<file path="src/rtl/booth_r4_mult_seq.sv">
// -----------------------------------------------------------------------------
// booth_r4_mult_seq
// Sequential radix-4 (modified Booth) multiplier with a per-operation
// signed/unsigned mode, a start/done handshake and a synchronous abort.
//
// Both operands are widened by two bits before use. Signed operands are
// sign-extended and unsigned operands are zero-extended. After widening, an
// unsigned operand is a non-negative signed number, so one signed Booth
// datapath covers both modes.
//
// Ports
//   clk    in   rising-edge clock
//   rst    in   asynchronous active-low reset (0 = reset)
//   start  in   operation request; sampled only while rdy=1
//   sgn    in   1 = operands are two's complement, 0 = unsigned; sampled with start
//   clr    in   synchronous abort; returns to IDLE without producing done
//   a      in   multiplicand [WIDTH-1:0]; sampled with start
//   b      in   multiplier   [WIDTH-1:0]; sampled with start
//   rdy    out  high in IDLE only
//   busy   out  high in RUN or DONE
//   done   out  single-cycle pulse; p holds the new product while it is high
//   p      out  product [2*WIDTH-1:0]; held until the next done
// -----------------------------------------------------------------------------
module booth_r4_mult_seq #(
    parameter int WIDTH = 8     // operand width; must be even and >= 4
) (
    input  logic                 clk,
    input  logic                 rst,
    input  logic                 start,
    input  logic                 sgn,
    input  logic                 clr,
    input  logic [WIDTH-1:0]     a,
    input  logic [WIDTH-1:0]     b,
    output logic                 rdy,
    output logic                 busy,
    output logic                 done,
    output logic [2*WIDTH-1:0]   p
);

    // Each step consumes two multiplier bits, so the widened multiplier
    // needs W2/2 = WIDTH/2+1 steps.
    localparam int ITER = WIDTH / 2 + 1;
    localparam int W2   = WIDTH + 2;          // widened operand width
    localparam int PW   = W2 + 2;             // accumulator width; holds +/-2M without overflow
    localparam int CW   = $clog2(ITER);       // step counter width

    typedef enum logic [1:0] {
        S_IDLE = 2'd0,
        S_RUN  = 2'd1,
        S_DONE = 2'd2
    } state_t;

    state_t             state_q, state_d;
    logic [PW-1:0]      acc_q,   acc_d;       // signed partial-product accumulator P
    logic [W2-1:0]      q_q,     q_d;         // multiplier shift register Q
    logic               q1_q,    q1_d;        // appended bit q_-1
    logic [W2-1:0]      m_q,     m_d;         // widened multiplicand M
    logic [CW-1:0]      cnt_q,   cnt_d;       // Booth step counter
    logic [2*WIDTH-1:0] p_q,     p_d;         // product output register

    // ------------------------------------------------------------------
    // Operand widening
    // ------------------------------------------------------------------
    logic [W2-1:0] a_ext;
    logic [W2-1:0] b_ext;

    always_comb begin
        a_ext = sgn ? {{2{a[WIDTH-1]}}, a} : {2'b00, a};
        b_ext = sgn ? {{2{b[WIDTH-1]}}, b} : {2'b00, b};
    end

    // ------------------------------------------------------------------
    // One Booth step. The next accumulator, shift register and product
    // are formed here from the current registers.
    // ------------------------------------------------------------------
    logic [2:0]         sel;
    logic [PW-1:0]      m_pw;
    logic [PW-1:0]      m2_pw;
    logic [PW-1:0]      addend;
    logic               neg;
    logic [PW-1:0]      sum;
    logic [PW-1:0]      acc_step;
    logic [W2-1:0]      q_step;
    logic [2*WIDTH-1:0] prod_step;

    always_comb begin
        sel    = {q_q[1], q_q[0], q1_q};
        m_pw   = {{2{m_q[W2-1]}}, m_q};
        m2_pw  = {m_pw[PW-2:0], 1'b0};
        addend = '0;
        neg    = 1'b0;
        case (sel)
            3'b001, 3'b010: addend = m_pw;
            3'b011:         addend = m2_pw;
            3'b100: begin
                // -2M is computed as ~2M plus a carry-in of 1.
                addend = ~m2_pw;
                neg    = 1'b1;
            end
            3'b101, 3'b110: begin
                addend = ~m_pw;
                neg    = 1'b1;
            end
            default: begin
                // 000 and 111 select a zero digit.
                addend = '0;
                neg    = 1'b0;
            end
        endcase
        sum      = acc_q + addend + {{(PW-1){1'b0}}, neg};
        // Arithmetic shift right by two. The two bits shifted out of the
        // accumulator enter the top of Q.
        acc_step = {{2{sum[PW-1]}}, sum[PW-1:2]};
        q_step   = {sum[1:0], q_q[W2-1:2]};
        // The low 2*WIDTH bits of {P,Q} after the final step.
        prod_step = {acc_step[WIDTH-3:0], q_step};
    end

    // ------------------------------------------------------------------
    // Next-state and datapath control
    // ------------------------------------------------------------------
    always_comb begin
        state_d = state_q;
        acc_d   = acc_q;
        q_d     = q_q;
        q1_d    = q1_q;
        m_d     = m_q;
        cnt_d   = cnt_q;
        p_d     = p_q;

        case (state_q)
            S_IDLE: begin
                if (start && !clr) begin
                    m_d     = a_ext;
                    q_d     = b_ext;
                    q1_d    = 1'b0;
                    acc_d   = '0;
                    cnt_d   = '0;
                    state_d = S_RUN;
                end
            end
            S_RUN: begin
                if (clr) begin
                    // An abort discards the operation and leaves p unchanged.
                    state_d = S_IDLE;
                end else begin
                    acc_d = acc_step;
                    q_d   = q_step;
                    q1_d  = q_q[1];
                    cnt_d = cnt_q + CW'(1);
                    if (cnt_q == CW'(ITER - 1)) begin
                        // Last step: capture the product on this edge so
                        // that p is valid while done is high.
                        p_d     = prod_step;
                        state_d = S_DONE;
                    end
                end
            end
            S_DONE: begin
                state_d = S_IDLE;
            end
            default: begin
                state_d = S_IDLE;
            end
        endcase
    end

    // ------------------------------------------------------------------
    // State and datapath registers
    // ------------------------------------------------------------------
    always_ff @(posedge clk or negedge rst) begin
        if (!rst) begin
            state_q <= S_IDLE;
            acc_q   <= '0;
            q_q     <= '0;
            q1_q    <= 1'b0;
            m_q     <= '0;
            cnt_q   <= '0;
            p_q     <= '0;
        end else begin
            state_q <= state_d;
            acc_q   <= acc_d;
            q_q     <= q_d;
            q1_q    <= q1_d;
            m_q     <= m_d;
            cnt_q   <= cnt_d;
            p_q     <= p_d;
        end
    end

    // ------------------------------------------------------------------
    // Outputs
    // ------------------------------------------------------------------
    assign rdy  = (state_q == S_IDLE);
    assign busy = (state_q == S_RUN) || (state_q == S_DONE);
    assign done = (state_q == S_DONE);
    assign p    = p_q;

endmodule

</file>
<file path="config.mk">
export PLATFORM = sky130hd
export DESIGN_NAME = booth_r4_mult_seq
export DESIGN_NICKNAME = d
export VERILOG_FILES = /design/src/rtl/booth_r4_mult_seq.sv
export SDC_FILE = /design/constraint.sdc
export NUM_CORES = 1
export LEC_CHECK = 0
export CAP_MARGIN = 25
export CORE_UTILIZATION = 25
export CTS_BUF_LIST = sky130_fd_sc_hd__clkbuf_4 sky130_fd_sc_hd__clkbuf_8 sky130_fd_sc_hd__clkbuf_16
export DETAILED_ROUTE_END_ITERATION = 6
export MAX_ROUTING_LAYER = met4
export PLACE_DENSITY = 0.47
export SLEW_MARGIN = 10
export SYNTH_ARGS = -nofsm -noshare
export SYNTH_HDL_FRONTEND = slang
export SYNTH_SLANG_ARGS = --single-unit
</file>
<file path="constraint.sdc">
create_clock -name clk -period 2.7 [get_ports clk]
set_input_delay 0.54 -clock clk [delete_from_list [all_inputs] [get_ports clk]]
set_output_delay 0.54 -clock clk [all_outputs]
set_load 0.02 [all_outputs]
</file>
==> impl_metrics.tcl, run 1 <==
set metrics [dict create \
    rsz0062_at_grt "true" \
    crit_family "simple AND/OR/NAND/NOR gates" \
    layout_min_cycle_time_ns 2.63 \
    worst_pin_slew_ns 0.537 \
    synth_top_area_share_pct 43.6 \
    clk_path_buf_depth 2 \
    yosysTopAreaCell "dfrtp_1" \
    grt_max_degree 26 \
    netlist_top_cells_area "dfrtp_1 44%, mux2_2 6.5%, ha_1 6.0%" \
    first_pass_iters 4 \
    fin_cells 498 \
    die-area_um2 12100 \
    p_per_area_nw_per_um2 1290 \
    clock_sinks 51 \
    drt_iter0_markers 108 \
    ys_types 53 \
    final_core_util_pct 34.3 \
    end_kind "flip-flop" \
    insertedDiodeCount 0 \
    syn_inst 292 \
    crit_top_cell "buf_4" \
    crit_path_start_kind "flip-flop" \
    synth_ff_type "dfrtp_1" \
    cp_slowest_stage_delay_ns 0.47 \
    vdd_drop_max_v 0.000363 \
    yosysWarnings 0 \
    vias_per_cell 4.70 \
    synthAdderAreaFrac_pct 7.35 \
    synth_area_um2 2930 \
    cp.depth 11 \
    drt-total-wl_um 7180 \
    drv_cap 0 \
    syn2layout_area_growth_pct 33.7 \
    async_flop_share_pct 100 \
    port_buffers 39 \
    hold_violations 0 \
    avgSynthCellArea_um2 10.0 \
    cp.buffers_inverters 2 \
    cts_inserted_buffers 5 \
    post_dp_cell_area_um2 3610 \
    final_area_um2 3910 \
    grt_antenna_before_repair 0 \
    yosys-top-cells-count "51 x dfrtp_1, 31 x nand2_1, 30 x o21ai_0" \
    synth_edf_count 0 \
    io_pins 40 \
    fillCellCount 1199 \
    crit_type "reg2reg" \
    clockRootBuffer "clkbuf_16" \
    slowest_stage "dfrtp_2" \
    min_period_over_period_pct 97.2 \
    p_sw_share_pct 42.2 \
    start_util_pct 25.6 \
    dp_hpwl_um 5310 \
    drc 0 \
    grt_pass1_vias 2340 \
    die_w_um 110 \
    total_leakage_power_uw 0.00173 \
    drive_gt1_share_pct 24.2 \
    ys_seq_area_share_pct 43.6 \
    power_uw 5050 \
    overflow 0 \
    dp_cells 484 \
    p_int_uw 2920 \
    finalSetupTns_ns 0 \
    grtUsageTotal_pct 13.0 \
    critical_path_required_ns 2.88 \
    p_comb_share_pct 58.8 \
    syn_nets 329 \
    die_h_um 110 \
    ys_ff_latch 51 \
    outcome "finished, final reports clean" \
    synth_xor_xnor_area_share_pct 3.89 \
    synthSimpleGateAreaFrac_pct 12.5 \
    setup_viol 0 \
    fmax_mhz 381 \
    clk_pin_slew_ns 0.08 \
    path_cells "xor2_2 -> buf_4 -> a22oi_1 -> o21ai_1 -> ha_1 -> buf_4 -> and3_1 -> nand2_1 -> a21oi_2 -> or3_1 -> a32o_1" \
    gp_congestion 0.858 \
    critPathMaxFanout 6 \
    clkLatencyLatePin_ns 0.30 \
    finalClockSkew_ns 0.0138 \
    wire_per_inst_um 14.4 \
    hp-class "in2async" \
    arrival_ns 2.80 \
    synthMuxAreaShare_pct 9.96 \
    hold_buffers 0 \
    synth_top_family_by_area "compound AO/OA/AOI/OAI gates" \
    r2r_cells 11 \
    vias 2342 \
    cts_tree "yes" \
    synth_compound_area_share_pct 18.4 \
    netSwitchingPower_uw 2130 \
    max-slew-margin-rel_pct 64.2 \
    rows 39 \
    p_seq_share_pct 26.5 \
    yosysMostFrequentCell "dfrtp_1" \
    grt_first_pass_wirelength_um 11900 \
    core-area_um2 11400 \
    nets 391 \
    clock_power_share_pct 14.7 \
    ant_nets 0 \
    htreeDepth 2 \
    finalMaxSlewViolations 0 \
]
[area by class of cell]
| class | instances | area, µm² | area share [%] |
|---|---|---|---|
| multi-input combinational | 211 | 1610 | 41.1 |
| sequential | 51 | 1280 | 32.7 |
| timing repair buffer | 70 | 616 | 15.7 |
| tap | 143 | 179 | 4.57 |
| clock buffer | 6 | 133 | 3.39 |
| inverter | 15 | 56.3 | 1.44 |
| clock inverter | 2 | 38.8 | 0.991 |
[sequential cells by signal, indices dropped and copies added, names as in the netlist]
register	flops
acc_q	10
state_q	2
q1_q	1
q_q	10
m_q	9
cnt_q	3
p	16
[metrics by stage]
step           hold slack, ns  setup slack [ns]
5_1_grt                0.0962           -0.0689
3_5_place_dp            0.413          -0.00918
2_1_floorplan           0.244           0.00292
4_1_cts                0.0979            0.0127
3_3_place_gp            0.411            0.0238
6_report               0.0891            0.0750
[layer usage]
layer,GRT usage [%],vias up,wire [µm]
li1,-,1164,-
met1,18.5,1126,3620
met2,19.4,47,3210
met3,1.76,5,264
met4,3.38,0,87
met5,-,-,0
[cell families after synthesis]
| group | after synthesis |
|---|---|
| and+or+nand+nor | 72 |
| xor gates and xnor gates | 13 |
| buffers and inverters | 30 |
| DFF | 51 |
| AOI/OAI and AO/OA | 83 |
| muxes | 27 |
| adders and majority gates | 16 |
[cells in the final DEF, fill, tap and decap left out, types with 3 or more instances in the layout]
cell type,instances
mux2_2,17
dfrtp_1,47
a21oi_1,11
nor2_1,6
o21ai_0,29
buf_4,30
a22oi_1,7
xor2_1,11
nand4_1,3
nand3_1,7
clkdlybuf4s50_1,38
dfrtp_2,4
a21o_1,4
inv_1,14
mux2i_1,10
nand2_1,31
nand3b_1,3
ha_1,14
a21oi_2,3
clkbuf_16,5
o21ai_1,5
[worst reg2reg max path, stage by stage, from the launching register on]
cell and delay (ns):
dfrtp_2 0.47, xor2_2 0.23, buf_4 0.17, a22oi_1 0.16
o21ai_1 0.12, ha_1 0.32, buf_4 0.14, and3_1 0.17
nand2_1 0.10, a21oi_2 0.04, or3_1 0.34, a32o_1 0.25
[path summary, 6_finish.rpt]
kind                        start       end  slack (ns)
max                        q_q[0]  acc_q[7]        0.07
min                           rst    q_q[2]        0.09
max reg2reg                q_q[0]  acc_q[7]        0.07
min reg2reg                  p[9]      p[9]        0.48
max in group asynchronous     rst  acc_q[6]        2.04
min in group clk             p[9]      p[9]        0.48
[timing repair]
item,in CTS,in global routing
buffers inserted,0,6
pin swaps,0,9
resized for setup,3,18
endpoints found under the setup margin,2,9
[power by group through the flow]
stage / combinational, µW / clock, µW / sequential (µW)
2_1_floorplan: 1710 / 0 / 1350
3_3_place_gp: 2710 / 0 / 1330
3_5_place_dp: 2730 / 0 / 1330
4_1_cts: 2740 / 760 / 1330
5_1_grt: 3300 / 794 / 1390
6_report: 2970 / 742 / 1340
Note: power is estimated with default switching activity, not from simulation.
==> run 2: changes to the inputs <==
CORE_UTILIZATION = 50   (was 25)
PLACE_DENSITY = 0.8   (was 0.47)
TNS_END_PERCENT = 10   (was default)
==> run 2 against run 1 <==
Total power down 11%. Design area down 7.8%. Global-route usage up 9.1 points. Non-clock buffer count down 13. Highest routed layer unchanged.
==> impl_metrics.tcl, run 2 (synthesis gave the netlist of run 1 again) <==
set metrics [dict create \
    vdd_drop_max_v 0.000586 \
    fillCellCount 451 \
    wire_per_inst_um 14.6 \
    grt_pass1_vias 2281 \
    drc 0 \
    crit_family "simple AND/OR/NAND/NOR gates" \
    clk_path_buf_depth 2 \
    path_cells "nor2_2 -> nor2b_1 -> o22ai_1 -> a31oi_2 -> fa_2 -> inv_1 -> fa_2 -> nor2b_2 -> o21ai_2 -> a21o_4 -> nor3b_1 -> or3_1" \
    start_util_pct 52.5 \
    core-area_um2 5570 \
    critical_path_required_ns 2.89 \
    fmax_mhz 376 \
    die_h_um 78.5 \
    insertedDiodeCount 0 \
    worst_pin_slew_ns 0.690 \
    r2r-start "q1_q" \
    end_kind "flip-flop" \
    slowest_stage "dfrtp_2" \
    die-area_um2 6160 \
    grt_antenna_before_repair 0 \
    ant_nets 0 \
    vias_per_cell 5.65 \
    cp.buffers_inverters 1 \
    first_pass_iters 5 \
    largest_register_ffs 16 \
    critPathMaxFanout 7 \
    hold_buffers 0 \
    rows 27 \
    setup_viol 0 \
    min_period_over_period_pct 98.6 \
    cp_slowest_stage_delay_ns 0.47 \
    drt-total-wl_um 6050 \
    die_w_um 78.5 \
    layout_common_cells "48 x dfrtp_1, 38 x clkdlybuf4s50_1, 29 x o21ai_0, 29 x nand2_1, 18 x buf_4" \
    grt_first_pass_wirelength_um 10500 \
    p_per_area_nw_per_um2 1250 \
    clockRootBuffer "clkbuf_8" \
    rsz0062_at_grt "true" \
    power_uw 4520 \
    nets 378 \
    drive_gt1_share_pct 19.6 \
    clkLatencyLatePin_ns 0.31 \
    finalClockSkew_ns 0.0153 \
    crit_start "q1_q" \
    outcome "finished, final reports clean" \
    arrival_ns 2.85 \
    r2r_cells 12 \
    clock_sinks 51 \
    io_pins 40 \
    rr_endpoint "acc_q[6]" \
    hold_violations 0 \
    finalMaxSlewViolations 0 \
    crit_type "reg2reg" \
    reg2reg_slack_ns 0.04 \
    finalSetupTns_ns 0 \
    gp_congestion 0.901 \
    port_buffers 39 \
    layout_min_cycle_time_ns 2.66 \
    max-slew-margin-rel_pct 54.0 \
    cts_inserted_buffers 5 \
    drt_iter0_markers 166 \
    crit_path_start_kind "flip-flop" \
    grtUsageTotal_pct 22.2 \
    grt_max_degree 52 \
    vias 2340 \
    final_common_cell "dfrtp_1" \
    drv_cap 0 \
    htreeDepth 2 \
    cts_tree "yes" \
    syn2layout_area_growth_pct 23.3 \
    hp-class "in2async" \
    total_leakage_power_uw 0.00162 \
    clk_pin_slew_ns 0.11 \
    overflow 0 \
    crit_top_cell "fa_2" \
    dp_hpwl_um 4510 \
]
run 2: changes by cell type in the layout (fill, tap and decap cells not counted), sizes merged:
cell,previous run,this run
bufinv,1,0
inv,16,17
clkbuf,7,5
buf,31,19
clkinvlp,0,1
run 2: through the flow:
step / instances / cell area [µm²] / hold slack, ns / utilization (%) / setup slack (ns)
2_1_floorplan: 292 / 2940 / 0.244 / - / 0.00292
3_3_place_gp: 404 / 3460 / 0.464 / 62.0 / 0.00617
3_5_place_dp: 404 / 3460 / 0.473 / 62.0 / -0.0500
4_1_cts: 412 / 3560 / 0.340 / 64.0 / 0.00520
5_1_grt: 414 / 3610 / 0.384 / 64.7 / -0.0764
6_report: 414 / 3610 / 0.316 / 64.7 / 0.0377
run 2: repair_timing:
item / in CTS / in global routing
pin swaps: 1 / 2
setup buffers: 0 / 2
resized for setup: 4 / 8
endpoints found under the setup margin: 3 / 6
run 2: layout make-up:
cell class                 count  area, µm²  area share, %
multi-input combinational    211       1570           43.4
sequential                    51       1280           35.5
timing repair buffer          57        520           14.4
tap                           72       90.1           2.50
clock buffer                   5       68.8           1.91
inverter                      15       56.3           1.56
clock inverter                 3       25.0          0.694
run 2: metal layers:
layer	vias to the layer above	global-route usage, %	wire length, µm
met1	1120	29.4	2920
met5	-	-	0
met2	63	35.4	2780
met3	11	3.60	253
li1	1146	-	-
met4	0	5.74	91
run 2: how the worst max path moves through the flow:
stage	end	slack, ns	depth (start not counted)
after floorplan	acc_q[6]	0.003	13
after global placement	acc_q[6]	0.006	9
after detailed placement	acc_q[6]	-0.05	9
after CTS	acc_q[6]	0.005	12
after global routing	acc_q[7]	-0.08	10
final	acc_q[6]	0.04	12
run 2: where the power goes:
part | total (µW) | switching [µW] | internal (µW) | leakage, µW
sequential | 1330 | 265 | 1060 | 0.000660
clock | 458 | 268 | 189 | 0.0000452
combinational | 2740 | 1460 | 1270 | 0.000916
==> run 3: changes to the inputs <==
ABC_AREA = 1   (was default)
ABC_CLOCK_PERIOD_IN_PS = 2700   (was default)
==> run 3 against run 2 <==
Clock power up 21%. Highest routed layer unchanged. Synthesized cell count up 34%. Cell count up 23%. Routed wire length up 6.8%.
==> impl_metrics.tcl, run 3 <==
set metrics [dict create \
    finalClockSkew_ns 0.00975 \
    r2r-start "q_q[0]" \
    syn_nets 427 \
    die-area_um2 6270 \
    crit_path_start_kind "flip-flop" \
    p_seq_share_pct 28.8 \
    fmax_mhz 403 \
    grt_max_degree 28 \
    die_w_um 79.2 \
    clock_sinks 51 \
    clock_power_share_pct 12.2 \
    vias 2606 \
    crit_type "reg2reg" \
    dp_cells 500 \
    critical_path_required_ns 2.91 \
    htreeDepth 2 \
    synth_xor_xnor_area_share_pct 0.883 \
    layout_common_cells "147 x nand2_1, 51 x dfrtp_1, 40 x inv_1" \
    clockRootBuffer "clkbuf_8" \
    outcome "finished, final reports clean" \
    grt_antenna_before_repair 0 \
    drive_gt1_share_pct 9.86 \
    end_kind "flip-flop" \
    finalMaxSlewViolations 0 \
    preCtsSetupSlack_ns 0.169 \
    synth_area_um2 2980 \
    yosysMostFrequentCell "nand2_1" \
    synthSimpleGateAreaFrac_pct 26.2 \
    avgSynthCellArea_um2 7.63 \
    cts_inserted_buffers 5 \
    p_comb_share_pct 59.0 \
    timing.hold.ws_ns 0.146 \
    drc 0 \
    first_pass_iters 4 \
    yosysWarnings 0 \
    netSwitchingPower_uw 2130 \
    worst_pin_slew_ns 0.424 \
    syn_inst 390 \
    drt-total-wl_um 6460 \
    grt_first_pass_wirelength_um 11400 \
    core-area_um2 5610 \
    ys_types 32 \
    async_flop_share_pct 100 \
    critPathMaxFanout 7 \
    p_sw_share_pct 46.8 \
    cts_tree "yes" \
    insertedDiodeCount 0 \
    port_buffers 39 \
    ys_ff_latch 51 \
    final_area_um2 3590 \
    setup_viol 0 \
    hold_violations 0 \
    syn2layout_area_growth_pct 20.6 \
    p_per_area_nw_per_um2 1270 \
    io_pins 40 \
    die_h_um 79.2 \
    synth_top_area_share_pct 42.9 \
    final_common_cell "nand2_1" \
    timing.final.ws_setup_ns 0.216 \
    crit_start "q_q[0]" \
    synth_top_family_by_area "simple AND/OR/NAND/NOR gates" \
    netlist_top_cells_area "dfrtp_1 43%, nand2_1 19%, ha_1 5.9%" \
    synthMuxAreaShare_pct 0 \
    synth_edf_count 0 \
    total_leakage_power_uw 0.00178 \
    wire_per_inst_um 12.7 \
    layout_min_cycle_time_ns 2.48 \
    yosysTopAreaCell "dfrtp_1" \
    rows 27 \
    grtUsageTotal_pct 24.1 \
    gp_congestion 0.913 \
    yosys-top-cells-count "148 x nand2_1, 51 x dfrtp_1, 41 x inv_1" \
    drt_iter0_markers 212 \
    p_int_uw 2420 \
    fin_cells 508 \
    hp-class "in2async" \
    max-slew-margin-rel_pct 71.7 \
    vias_per_cell 5.13 \
    dp_hpwl_um 5020 \
    min_period_over_period_pct 92.0 \
    hold_buffers 0 \
    final_core_util_pct 64.0 \
    clk_path_buf_depth 2 \
    fillCellCount 512 \
    clkLatencyLatePin_ns 0.32 \
    arrival_ns 2.69 \
    clk_pin_slew_ns 0.10 \
    overflow 0 \
    start_util_pct 53.1 \
    synth_compound_area_share_pct 15.2 \
    vdd_drop_max_v 0.000659 \
    ys_seq_area_share_pct 42.9 \
    drv_cap 0 \
    nets 472 \
    synth_ff_type "dfrtp_1" \
    synthAdderAreaFrac_pct 7.23 \
    grt_pass1_vias 2498 \
    ant_nets 0 \
    post_dp_cell_area_um2 3450 \
    largest_register_ffs 16 \
]
==> run 3: cell count changes in the layout (fill, tap and decap cells not counted), sizes merged, moves of 3 or more <==
cell / change
nand2: +118
inv: +30
o21ai: +18
mux2: -17
buf: -13
xor2: -12
mux2i: -10
nor2: +10
a22oi: -7
nand3: +7
a21o: -5
a22o: -3
nor2b: -3
==> run 3: routing by layer <==
| layer | global-route usage, % | share of wire (%) |
|---|---|---|
| met5 | - | 0 |
| met4 | 8.18 | 1.8 |
| met3 | 4.60 | 3.7 |
| met2 | 37.0 | 46 |
| met1 | 32.2 | 48 |
==> run 3: through the flow <==
step                      total power [µW]   TNS, ns
final                                 4550         0
after global routing                  4970  -0.00987
after CTS                             4510         0
after detailed placement              3950         0
after global placement                3860         0
after floorplan                       3170         0
==> run 3: final timing paths <==
path / end / slack [ns] / depth (start not counted)
max: acc_q[4] / 0.22 / 15
min: acc_q[0] / 0.15 / 1
max reg2reg: acc_q[4] / 0.22 / 15
min reg2reg: cnt_q[2] / 0.48 / 1
max in group asynchronous: acc_q[6] / 1.94 / 2
min in group clk: cnt_q[2] / 0.48 / 1
==> run 3: area by class of cell <==
type / count / area (µm²) / area share, %
Sequential cell: 51 / 1280 / 35.6
Inverter: 47 / 186 / 5.19
Clock inverter: 2 / 35.0 / 0.976
Tap cell: 72 / 90.1 / 2.51
Multi-Input combinational cell: 286 / 1500 / 41.7
Timing Repair Buffer: 44 / 423 / 11.8
Clock buffer: 6 / 82.6 / 2.30
==> run 3: cell families after synthesis <==
group / after synthesis
simple gates: 190
compound gates: 77
buf+inv: 53
flops: 51
fa+ha+maj: 16
xor+xnor: 3
==> run 3: worst max-delay path, cell delays in order, from the launching register on <==
cell and delay, ns:
dfrtp_1 0.44, nor2_2 0.08, inv_1 0.10, nand3_1 0.13
inv_2 0.14, nand2_1 0.07, o211ai_1 0.11, fa_2 0.27
inv_1 0.06, fa_1 0.42, o21ai_2 0.22, nand2_1 0.10
nand2_1 0.07, nand2_1 0.06, nand3_1 0.07, nand2_1 0.05
==> run 3: power groups by stage <==
stage | registers, µW | clock network [µW] | logic, µW
floorplan | 1410 | 0 | 1760
global placement | 1300 | 0 | 2560
detailed placement | 1310 | 0 | 2640
CTS | 1300 | 562 | 2640
global route | 1350 | 592 | 3020
finish | 1310 | 554 | 2680
==> run 3: repair_timing <==
action	CTS	global route
resized for setup	0	8
buffers inserted	0	0
setup endpoints to repair	0	13
